**src/rtl/ether_frame_parser.sv**
```systemverilog
// ---------------------------------------------------------------------------
// ether_frame_parser
//
// Receive-side Ethernet header parser for a 32-bit AXI-stream frame. Captures
// the L2/L3 header fields needed by the ACL rule matcher and counts the frame
// length. It also classifies each frame as IPv4, TCP, runt or oversize, and
// presents one result per frame on a valid/ready handshake. While a result is
// waiting to be taken, the input stream is held off.
//
// Ports
//   clk            system clock, rising edge
//   rst            asynchronous active-low reset
//   i_rxd_tvalid   stream beat valid
//   i_rxd_tdata    stream beat data, big-endian (first byte in [31:24])
//   i_rxd_tlast    last beat of frame
//   o_rxd_tready   parser can accept a beat
//   o_hdr_valid    result fields valid
//   i_hdr_ready    downstream accepts the result
//   o_dst_mac      destination MAC
//   o_src_mac      source MAC
//   o_ethertype    Ethertype
//   o_ip_proto     IPv4 protocol byte
//   o_src_ip       IPv4 source address
//   o_dst_ip       IPv4 destination address
//   o_word_count   beats in the frame including tlast, saturating
//   o_is_ipv4      Ethertype == 0x0800
//   o_is_tcp       IPv4 and protocol == 0x06
//   o_runt         word count below MIN_WORDS
//   o_oversize     word count above MAX_WORDS
//   o_hdr_short    tlast arrived before beat 8
// ---------------------------------------------------------------------------
module ether_frame_parser #(
    parameter int MAX_WORDS = 380,
    parameter int MIN_WORDS = 16,
    parameter int CNT_W     = 16
) (
    input  logic             clk,
    input  logic             rst,
    input  logic             i_rxd_tvalid,
    input  logic [31:0]      i_rxd_tdata,
    input  logic             i_rxd_tlast,
    output logic             o_rxd_tready,
    output logic             o_hdr_valid,
    input  logic             i_hdr_ready,
    output logic [47:0]      o_dst_mac,
    output logic [47:0]      o_src_mac,
    output logic [15:0]      o_ethertype,
    output logic [7:0]       o_ip_proto,
    output logic [31:0]      o_src_ip,
    output logic [31:0]      o_dst_ip,
    output logic [CNT_W-1:0] o_word_count,
    output logic             o_is_ipv4,
    output logic             o_is_tcp,
    output logic             o_runt,
    output logic             o_oversize,
    output logic             o_hdr_short
);

    localparam logic [1:0] ST_HDR     = 2'd0;
    localparam logic [1:0] ST_PAYLOAD = 2'd1;
    localparam logic [1:0] ST_RESULT  = 2'd2;

    localparam logic [CNT_W-1:0] MIN_C      = CNT_W'(MIN_WORDS);
    localparam logic [CNT_W-1:0] MAX_C      = CNT_W'(MAX_WORDS);
    localparam logic [CNT_W-1:0] HDR_LAST_C = CNT_W'(8);

    // ------------------------------------------------------------------
    // Helper functions
    // ------------------------------------------------------------------
    function automatic logic [CNT_W-1:0] sat_inc(input logic [CNT_W-1:0] v);
        return (&v) ? v : v + CNT_W'(1);
    endfunction

    function automatic logic f_is_ipv4(input logic [15:0] etype);
        return etype == 16'h0800;
    endfunction

    function automatic logic f_is_tcp(input logic [15:0] etype, input logic [7:0] proto);
        return f_is_ipv4(etype) && (proto == 8'h06);
    endfunction

    function automatic logic f_runt(input logic [CNT_W-1:0] wc);
        return wc < MIN_C;
    endfunction

    function automatic logic f_oversize(input logic [CNT_W-1:0] wc);
        return wc > MAX_C;
    endfunction

    // ------------------------------------------------------------------
    // Control and working registers
    // ------------------------------------------------------------------
    logic [1:0]       state_q, state_d;
    logic [CNT_W-1:0] cnt_q, cnt_d;
    logic             tready_q, tready_d;
    logic             hvalid_q, hvalid_d;

    logic [47:0]      dst_mac_q, dst_mac_d;
    logic [47:0]      src_mac_q, src_mac_d;
    logic [15:0]      etype_q, etype_d;
    logic [7:0]       proto_q, proto_d;
    logic [31:0]      src_ip_q, src_ip_d;
    logic [31:0]      dst_ip_q, dst_ip_d;

    // Result registers, loaded once per frame when tlast is accepted
    logic [47:0]      res_dst_mac_q;
    logic [47:0]      res_src_mac_q;
    logic [15:0]      res_etype_q;
    logic [7:0]       res_proto_q;
    logic [31:0]      res_src_ip_q;
    logic [31:0]      res_dst_ip_q;
    logic [CNT_W-1:0] res_wc_q;
    logic             res_ipv4_q;
    logic             res_tcp_q;
    logic             res_runt_q;
    logic             res_over_q;
    logic             res_short_q;

    logic beat_acc;
    logic last_acc;

    // cnt_q is the index n of the beat currently offered on the stream.
    assign beat_acc = i_rxd_tvalid & tready_q;
    assign last_acc = beat_acc & i_rxd_tlast;

    // ------------------------------------------------------------------
    // Next-state, beat counting and header capture
    // ------------------------------------------------------------------
    always_comb begin
        state_d   = state_q;
        cnt_d     = cnt_q;
        dst_mac_d = dst_mac_q;
        src_mac_d = src_mac_q;
        etype_d   = etype_q;
        proto_d   = proto_q;
        src_ip_d  = src_ip_q;
        dst_ip_d  = dst_ip_q;

        case (state_q)
            ST_HDR: begin
                if (beat_acc) begin
                    cnt_d = sat_inc(cnt_q);
                    if (i_rxd_tlast) begin
                        state_d = ST_RESULT;
                    end else begin
                        // The tlast beat never contributes header fields, so
                        // a frame ending on beat 8 still reports dst_ip[15:0]=0.
                        case (cnt_q)
                            CNT_W'(0): dst_mac_d[47:16] = i_rxd_tdata;
                            CNT_W'(1): begin
                                dst_mac_d[15:0]  = i_rxd_tdata[31:16];
                                src_mac_d[47:32] = i_rxd_tdata[15:0];
                            end
                            CNT_W'(2): src_mac_d[31:0]  = i_rxd_tdata;
                            CNT_W'(3): etype_d          = i_rxd_tdata[31:16];
                            CNT_W'(5): proto_d          = i_rxd_tdata[7:0];
                            CNT_W'(6): src_ip_d[31:16]  = i_rxd_tdata[15:0];
                            CNT_W'(7): begin
                                src_ip_d[15:0]  = i_rxd_tdata[31:16];
                                dst_ip_d[31:16] = i_rxd_tdata[15:0];
                            end
                            CNT_W'(8): dst_ip_d[15:0]   = i_rxd_tdata[31:16];
                            default: ;
                        endcase
                        if (cnt_q == HDR_LAST_C) begin
                            state_d = ST_PAYLOAD;
                        end
                    end
                end
            end
            ST_PAYLOAD: begin
                if (beat_acc) begin
                    cnt_d = sat_inc(cnt_q);
                    if (i_rxd_tlast) begin
                        state_d = ST_RESULT;
                    end
                end
            end
            ST_RESULT: begin
                if (i_hdr_ready) begin
                    state_d   = ST_HDR;
                    cnt_d     = '0;
                    dst_mac_d = '0;
                    src_mac_d = '0;
                    etype_d   = '0;
                    proto_d   = '0;
                    src_ip_d  = '0;
                    dst_ip_d  = '0;
                end
            end
            default: begin
                state_d = ST_HDR;
                cnt_d   = '0;
            end
        endcase

        // Registered handshake outputs follow the next state, so tready drops
        // on the same edge that accepts tlast and returns on the edge that
        // completes the result handshake.
        tready_d = (state_d != ST_RESULT);
        hvalid_d = (state_d == ST_RESULT);
    end

    // ------------------------------------------------------------------
    // Control and working field registers
    // ------------------------------------------------------------------
    always_ff @(posedge clk or negedge rst) begin
        if (!rst) begin
            state_q   <= ST_HDR;
            cnt_q     <= '0;
            tready_q  <= 1'b0;
            hvalid_q  <= 1'b0;
            dst_mac_q <= '0;
            src_mac_q <= '0;
            etype_q   <= '0;
            proto_q   <= '0;
            src_ip_q  <= '0;
            dst_ip_q  <= '0;
        end else begin
            state_q   <= state_d;
            cnt_q     <= cnt_d;
            tready_q  <= tready_d;
            hvalid_q  <= hvalid_d;
            dst_mac_q <= dst_mac_d;
            src_mac_q <= src_mac_d;
            etype_q   <= etype_d;
            proto_q   <= proto_d;
            src_ip_q  <= src_ip_d;
            dst_ip_q  <= dst_ip_d;
        end
    end

    // ------------------------------------------------------------------
    // Result registers: stable from tlast acceptance until the next frame ends
    // ------------------------------------------------------------------
    always_ff @(posedge clk or negedge rst) begin
        if (!rst) begin
            res_dst_mac_q <= '0;
            res_src_mac_q <= '0;
            res_etype_q   <= '0;
            res_proto_q   <= '0;
            res_src_ip_q  <= '0;
            res_dst_ip_q  <= '0;
            res_wc_q      <= '0;
            res_ipv4_q    <= 1'b0;
            res_tcp_q     <= 1'b0;
            res_runt_q    <= 1'b0;
            res_over_q    <= 1'b0;
            res_short_q   <= 1'b0;
        end else if (last_acc) begin
            res_dst_mac_q <= dst_mac_q;
            res_src_mac_q <= src_mac_q;
            res_etype_q   <= etype_q;
            res_proto_q   <= proto_q;
            res_src_ip_q  <= src_ip_q;
            res_dst_ip_q  <= dst_ip_q;
            res_wc_q      <= cnt_d;
            res_ipv4_q    <= f_is_ipv4(etype_q);
            res_tcp_q     <= f_is_tcp(etype_q, proto_q);
            res_runt_q    <= f_runt(cnt_d);
            res_over_q    <= f_oversize(cnt_d);
            res_short_q   <= (cnt_q < HDR_LAST_C);
        end
    end

    assign o_rxd_tready = tready_q;
    assign o_hdr_valid  = hvalid_q;
    assign o_dst_mac    = res_dst_mac_q;
    assign o_src_mac    = res_src_mac_q;
    assign o_ethertype  = res_etype_q;
    assign o_ip_proto   = res_proto_q;
    assign o_src_ip     = res_src_ip_q;
    assign o_dst_ip     = res_dst_ip_q;
    assign o_word_count = res_wc_q;
    assign o_is_ipv4    = res_ipv4_q;
    assign o_is_tcp     = res_tcp_q;
    assign o_runt       = res_runt_q;
    assign o_oversize   = res_over_q;
    assign o_hdr_short  = res_short_q;

endmodule

```
**config.mk**
```make
export PLATFORM = sky130hd
export DESIGN_NAME = ether_frame_parser
export DESIGN_NICKNAME = d
export VERILOG_FILES = /design/src/rtl/ether_frame_parser.sv
export SDC_FILE = /design/constraint.sdc
export NUM_CORES = 1
export LEC_CHECK = 0
export CORE_MARGIN = 2
export CORE_UTILIZATION = 35
export CTS_CLUSTER_DIAMETER = 200
export DETAILED_ROUTE_END_ITERATION = 10
export PLACE_DENSITY_LB_ADDON = 0.1
export SETUP_SLACK_MARGIN = 0.5
export SKIP_CTS_REPAIR_TIMING = 1
export SYNTH_ARGS = -nofsm -noshare
export SYNTH_HDL_FRONTEND = slang
export SYNTH_SLANG_ARGS = --single-unit
export TNS_END_PERCENT = 20
```
**constraint.sdc**
```tcl
create_clock -name clk -period 4.1 [get_ports clk]
set_input_delay 0.82 -clock clk [delete_from_list [all_inputs] [get_ports clk]]
set_output_delay 0.82 -clock clk [all_outputs]
set_load 0.05 [all_outputs]
```
==> results by stage, run 1 <==
Timing:
- The clock skew is 0.0136 ns.
- The number of slew-limit violations in the final report came to 0.
- At the pin with the least slew margin, the transition time is 1.11 ns.
- After layout, the minimum clock period comes to 2.88 ns.
- The setup TNS after final layout is 0 ns.
- The tightest hold path in the finished design has a slack of roughly 0.28 ns.
- The fraction of the cycle the final worst path needs is 0.703.
- Setup repair after global routing left no endpoint under its margin.
- The number of hold-slack violations in the final timing report came to 0.
- The number of endpoints failing setup at the final stage is 0.
- Based on the critical path, the design can be clocked at up to 347 MHz.
- The max-slew headroom at the worst pin is 0.250.

Route:
- The routed via count is 11200.
- The first detailed-routing pass took 5 iterations.
- The mean routed wirelength per cell is between 15 and 20 um.
- The aggregate routed wire length is 44400 um.
- The number of routed nets with antenna violations is 0.
- After the first detailed-routing iteration, the DRC count stood at 760.
- The total DRC errors in the routed layout is 0.
- Using the TritonRoute via totals, the vias-per-cell ratio works out to 4.78.

Logic synthesis:
- Averaged over all synthesized cells, the footprint is 11.0 sq um.
- The net count after synthesis is approximately 1500.
- Of the synthesized area, sequential elements account for 0.635.
- Counting flops and latches in the post-synthesis netlist gives 409.
- The number of warnings reported in the yosys synthesis log is 0.
- The netlist uses 55 different library cells.
- In the synthesized netlist the async set-or-reset flop fraction comes to 1.00.
- The most used flip-flop cell after synthesis is dfrtp_1.
- In the synthesized netlist, the number of instances is 1465.
- The combined area of all synthesized cells is 16100 sq um.
- The number of synthesized flops with an enable pin is 0.

Power and ir drop:
- IR analysis of the VDD net gives a maximum drop of between 0.0005 and 0.0006 V.
- The leakage power summed over all cells is 10.0 nW.
- The power density over the cells is just under 900 nW/um^2.

Floorplan:
- The die is between 200 and 250 um tall.
- The core footprint is 45400 sq um.
- The floorplan die area is 47800 sq um.
- 244 I/O pins were placed.
- The chip width is 219 um.
- The floorplan has between 70 and 80 rows.
- For this configuration, the core starts out at a cell density of 0.355.

Clocking:
- The clock insertion delay at the later pin of the skew report is 0.56 ns.
- Counting every sink on the clock net gives 409.
- In this run the clock root is driven by a clkbuf_16.
- The clock tree from TritonCTS is built.
- In this run the number of H-tree levels came out at 2.
- In this run, CTS created clock tree buffers numbering 46.
- The maximum buffer depth of the clock tree is 3.
- The clock-pin slew on the worst setup and hold paths is ~0.060 ns.

GRT:
- In the global route stage, met2 resource usage came out at 0.291.
- Entering global routing, the biggest net connects 151 pins.
- In the global route stage, met1 resource usage came out at 0.277.
- The via count of the first global-routing pass is 11600.
- Across every metal layer, demand over resource in global routing totals 0.191.
- The met3 capacity usage during global routing is 0.0372.
- The first-pass GRT wire length is 70100 um.
- The number of antenna violations at the first check in global routing is 3.
- Global routing finished with a remaining overflow of 0.
- In this run the most used layer during global routing was met2.

Finish:
- The leading cell type in the layout, fill and taps excluded is nand2_1.
- In the layout the commonest cells are nand2_1, dfrtp_1, clkdlybuf4s50_1.
- 0 antenna diodes ended up in the layout.
- The fraction of final layout cells sized beyond drive strength 1 is 0.0925.
- The final-stage net count is 1752.
- The area overhead of the layout relative to synthesis is 29.4%.
- Measured on the finished design, the core utilization comes to 0.460.

Critical path:
- Traced cell by cell, the critical path runs through clkdlybuf4s50_1, nand2_1, nor3_1, a21oi_1, or2_1, nor2_4, buf_12, mux2_1.
- Counting both buffers and inverters, the worst setup path holds a total of 2.
- The family of cells with the greatest summed delay on the critical path is simple AND/OR/NAND/NOR gates.
- The largest incremental delay on the critical path is 0.57 ns.
- The kind of critical path is primary input to register.
- The largest driver fanout on the critical path is 24.
- The required time of the critical path is around 4.5 ns.
- Among all stages on the critical path, the largest delay is contributed by clkdlybuf4s50_1.
- STA puts the critical path data arrival time at around 3.3 ns.
- The critical path endpoint category is a register.
- The critical path startpoint category is a primary input.

Run:
- The max capacitance violation total is 0.

Placement:
- The wire-length estimate of the detail-placed layout is 28900 um.
- At the end of routability-driven placement, the weighted congestion stood at 0.848.
- The count of buffers added on input and output ports is 243.

Min path:
- The worst hold-check path type is primary input to asynchronous set/reset pin.

Outcome:
- The run finished with clean final reports.
==> where the power goes <==
part | leakage (nW) | total, mW | internal (mW) | switching [mW]
combinational | 4.05 | 7.13 | 2.46 | 4.67
sequential | 5.20 | 6.87 | 5.77 | 1.10
clock | 0.750 | 4.16 | 2.51 | 1.64
==> path summary, 6_finish.rpt <==
path,from,to,slack [ns],cells after the start
worst max-delay path,i_rxd_tvalid,src_mac_q[6],1.22,8
worst min-delay path,rst,o_dst_ip[26],0.28,1
worst max register to register,cnt_q[0],o_runt,1.40,8
worst min register to register,src_mac_q[2],o_src_mac[2],0.46,2
max in group asynchronous,rst,o_dst_ip[7],2.64,2
min in group clk,src_mac_q[2],o_src_mac[2],0.46,2
==> cell type report <==
type                    count  area, sq um
inverters                  15         56.3
flip-flops and latches    409        10200
fillers                  4326        24500
well taps                 600          751
clock buffers              69         1390
clock inverters             9          138
repair buffers            268         2730
multi-input cells         971         5570
==> synthesized netlist by cell type, types with 3 or more instances <==
cell | number | area (sq um)
a21oi_1 | 13 | 65.1
a31oi_1 | 4 | 25.0
and2_1 | 35 | 219
and3_1 | 5 | 31.3
and4_1 | 3 | 26.3
buf_1 | 4 | 15.0
buf_2 | 11 | 55.1
buf_4 | 5 | 37.5
clkbuf_1 | 50 | 188
dfrtp_1 | 409 | 10200
ha_1 | 4 | 50.1
inv_1 | 15 | 56.3
mux2_1 | 143 | 1610
mux2_2 | 42 | 473
nand2_1 | 591 | 2220
nand2b_1 | 6 | 37.5
nand3_1 | 12 | 60.1
nand4_1 | 4 | 25.0
nor2_1 | 22 | 82.6
nor2_2 | 7 | 43.8
nor3_1 | 6 | 30.0
nor4_1 | 9 | 56.3
o211ai_1 | 3 | 22.5
o21ai_0 | 17 | 85.1
o31ai_1 | 3 | 22.5
or2_1 | 3 | 18.8
or2_2 | 3 | 18.8
==> flip-flops by register name (all words and copies together), names as in the netlist <==
signal and cells:
src_mac_q 48, o_dst_mac 48, o_src_ip 32, cnt_q 16
dst_mac_q 48, o_oversize 1, o_hdr_valid 1, o_runt 1
o_hdr_short 1, dst_ip_q 32, o_ip_proto 8, o_src_mac 48
o_ethertype 16, proto_q 8, state_q 2, o_is_tcp 1
o_is_ipv4 1, o_dst_ip 32, o_word_count 16, o_rxd_tready 1
src_ip_q 32, etype_q 16
==> metrics by stage <==
step / power, mW / instances / setup slack, ns / cell area [sq um]
finish: 18.2 / 2341 / 1.22 / 20900
global route: 19.2 / 2341 / 1.07 / 20900
CTS: 18.4 / 2341 / 1.24 / 20900
detailed placement: 14.1 / 2263 / 0.646 / 19300
global placement: 14.0 / 2263 / 0.674 / 19300
floorplan: 11.3 / 1465 / 1.52 / 16100
==> logic make-up (layout without fill, tap and decap cells) <==
family / after synthesis / count (layout) / share of synthesized area
simple gates: 720 / 720 / 0.186
mux: 186 / 186 / 0.130
flops: 409 / 409 / 0.635
fa+ha+maj: 4 / 4 / 0.00310
buf+inv: 85 / 361 / 0.0218
compound gates: 61 / 61 / 0.0245
==> layer usage <==
layer  part of all wire  vias to the layer above
li1                   -                     5267
met1               0.48                     5644
met2               0.46                      217
met3              0.048                       60
met4              0.020                        2
met5            0.00036                        -
No activity file was read; power rests on OpenSTA's default activity.
==> run 2: changes to the inputs <==
Clock period 4.1 ns to 2.9 ns, I/O delays scaled along.
==> results by stage, run 2 (same netlist as run 1, synthesis figures left out) <==
Critical path:
- The cell type of the slowest stage on the worst timing path was clkdlybuf4s50_1 (unchanged).
- The required time of the critical path was 2.32 ns (was 4.54 ns).
- The launching point of the worst reg2reg path is cnt_q[10] (was cnt_q[0]).
- The critical path startpoint category is a register (was primary input).
- The largest incremental delay on the critical path was 0.84 ns (was 0.57 ns).
- The count of buffering cells on the critical path with inverters included is 1 (was 2).
- The kind of critical path is register to output pin (was primary input to register).
- The setup slack of the most critical reg-to-reg path is 0.54 ns (was 1.40 ns).
- The critical path endpoint category is an output pin (was register).
- Worst path cell trace: clkdlybuf4s50_1 (was clkdlybuf4s50_1, nand2_1, nor3_1, a21oi_1, or2_1, nor2_4, buf_12, mux2_1).
- The family of cells with the greatest summed delay on the critical path is buffers and inverters (was simple AND/OR/NAND/NOR gates).
- The count of cells along the worst register-to-register path is 9 (was 8).
- The cell count along the critical path came to 1 (was 8).
- The end of the worst register-to-register path was dst_mac_q[40] (was o_runt).
- The largest driver fanout on the critical path came to 2 (was 24).
- The arrival time of data at the critical path endpoint came to 1.82 ns (was 3.32 ns).

Timing:
- RSZ-0062 raised after global routing: true (was false).
- The post-layout minimum cycle time is 2.40 ns.
- The final worst-path setup slack is 0.502 ns (was 1.22 ns).
- The slew of the pin with the lowest slew margin came to 0.641 ns (was 1.11 ns).
- The number of hold-slack violations in the final timing report came to 0 (unchanged).
- The max-slew headroom at the worst pin is 0.571 (was 0.250).
- The highest clock frequency the design can meet is 417 MHz.
- Dividing the final minimum period by the clock period gives 0.827.
- The number of slew-limit violations in the final report is 0 (unchanged).
- The number of endpoints failing setup at the final stage came to 0 (unchanged).
- The clock skew came to 0.0126 ns (was 0.0136 ns).

Finish:
- Top library cells by usage in the layout, fill and taps aside: nand2_1, dfrtp_1, clkdlybuf4s50_1 (unchanged).
- The fraction of final layout cells sized beyond drive strength 1 is 0.123 (was 0.0925).
- The final cell count without fillers is 2383 (was 2341).
- The area overhead of the layout relative to synthesis came to 32.7% (was 29.4%).
- The final-stage net count is 1787 (was 1752).
- The leading cell type in the layout, fill and taps excluded is nand2_1 (unchanged).

Min path:
- The worst hold path terminates at o_dst_mac[36].
- The origin of the worst min-delay path is dst_mac_q[36].
- The worst hold-check path type is register to register (was primary input to asynchronous set/reset pin).
- Along the worst hold path, the cell count comes to 2.

Clocking:
- The number of buffers added by the clock tree synthesis step is 46 (unchanged).
- The maximum level of the CTS H-tree is 2 (unchanged).
- The clock tree from TritonCTS is built (unchanged).
- The clock sink total is 409 (unchanged).
- The clock insertion delay at the later pin of the skew report is 0.57 ns (was 0.56 ns).
- The clock root buffer is clkbuf_16 (unchanged).
- The maximum buffer depth of the clock tree is 3 (unchanged).
- The clock-pin slew on the worst setup and hold paths is 0.06 ns (about the same).

Floorplan:
- The core footprint is 45400 sq um (unchanged).
- The floorplan die area is 47800 sq um (unchanged).
- The I/O pin total is 244 (unchanged).
- The total number of placement rows came to 78 (unchanged).
- The starting utilization of the core area was 0.355 (unchanged).
- The chip width is 219 um (unchanged).
- The vertical extent of the die came to 219 um (unchanged).

Power and ir drop:
- The sequential fraction of design power was 0.377 (was 0.378).
- The maximum resistive drop on vdd is 0.000843 V (was 0.000544 V).
- The leakage power summed over all cells is 10.3 nW (was 10.0 nW).
- The proportion of total power due to net switching was 0.408 (about the same).
- The portion of total power attributed to combinational logic is 0.398 (was 0.393).
- The switching power summed over all nets is 10.5 mW (was 7.41 mW).
- The internal power is 15.3 mW (was 10.7 mW).
- The clock network fraction of design power came to 0.225 (was 0.229).
- The power density over the cells was 1210 nW/um^2 (was 870 nW/um^2).

Route:
- The total DRC errors in the routed layout is 0 (unchanged).
- The via density per instance is 4.74 (was 4.78).
- The aggregate routed wire length is 44500 um (was 44400 um).
- The mean routed wirelength per cell is 18.7 um (was 19.0 um).
- The detailed-routing iteration count for the pre-antenna-repair pass is 6 (was 5).
- The routed via count came to 11300 (was 11200).
- The number of routed nets with antenna violations is 0 (unchanged).
- The detailed router's first-iteration violation count is 693 (was 760).

GRT:
- The number of antenna violations at the first check in global routing is 2 (was 3).
- The total congestion overflow is 0 (unchanged).
- The via count of the first global-routing pass was 11800 (was 11600).
- The first-pass GRT wire length came to 69700 um (was 70100 um).
- The global routing usage summed across all routing layers was 0.190 (was 0.191).
- The pin count of the biggest net entering global routing is 92 (was 151).

Placement:
- The half-perimeter wire length of the detailed placement result is 29900 um (was 28900 um).
- The number of port buffers is 243 (unchanged).
- The setup slack at placement is -0.0161 ns (was 0.646 ns).
- The number of cells after detailed placement was 2290 (was 2263).
- The final RePlAce weighted congestion came to 0.871 (was 0.848).

Outcome:
- Outcome: finished, final reports clean (unchanged).

Run:
- The max capacitance violation total is 0 (unchanged).
## run 2: worst max-delay path by stage
stage,from,to
final,o_dst_ip[2],o_dst_ip[2]
after floorplan,o_rxd_tready,dst_ip_q[12]
after global routing,cnt_q[4],o_runt
after detailed placement,i_rxd_tvalid,o_runt
after global placement,i_rxd_tvalid,dst_mac_q[33]
after CTS,state_q[1],o_oversize
## run 2: cell type report
cell class                      instances  area, sq um
Tap cell                              600          751
Inverter                               15         56.3
Fill cell                            4289        24000
Timing Repair Buffer                  303         3170
Clock inverter                         14          130
Antenna cell                            1         2.50
Multi-Input combinational cell        971         5640
Clock buffer                           70         1400
Sequential cell                       409        10200
## run 2: metrics by stage
stage               total power, mW  setup TNS (ns)  hold slack (ns)  utilization  area (sq um)
finish                         25.8               0            0.457        0.472         21400
global route                   27.2               0            0.477        0.472         21400
CTS                            26.1               0          -0.0830        0.467         21200
detailed placement             20.1         -0.0249            0.449        0.433         19700
global placement               20.0          -0.666            0.441        0.433         19700
floorplan                      16.0               0            0.284            -         16100
## run 2: power groups by stage
stage                     logic [mW]  clock network [mW]  registers (mW)
after floorplan                 2.51                   0            13.5
after global placement          10.2                   0            9.80
after detailed placement        10.3                   0            9.83
after CTS                       10.3                6.02            9.77
after global routing            10.9                6.24            10.1
final                           10.3                5.83            9.74
## run 2: metal layers
metal,GRT usage,vias to the layer above,part of all wire
met1,0.262,5647,0.47
met2,0.300,237,0.46
li1,-,5343,-
met4,0.0603,2,0.024
met3,0.0359,66,0.047
met5,0,-,0.00027
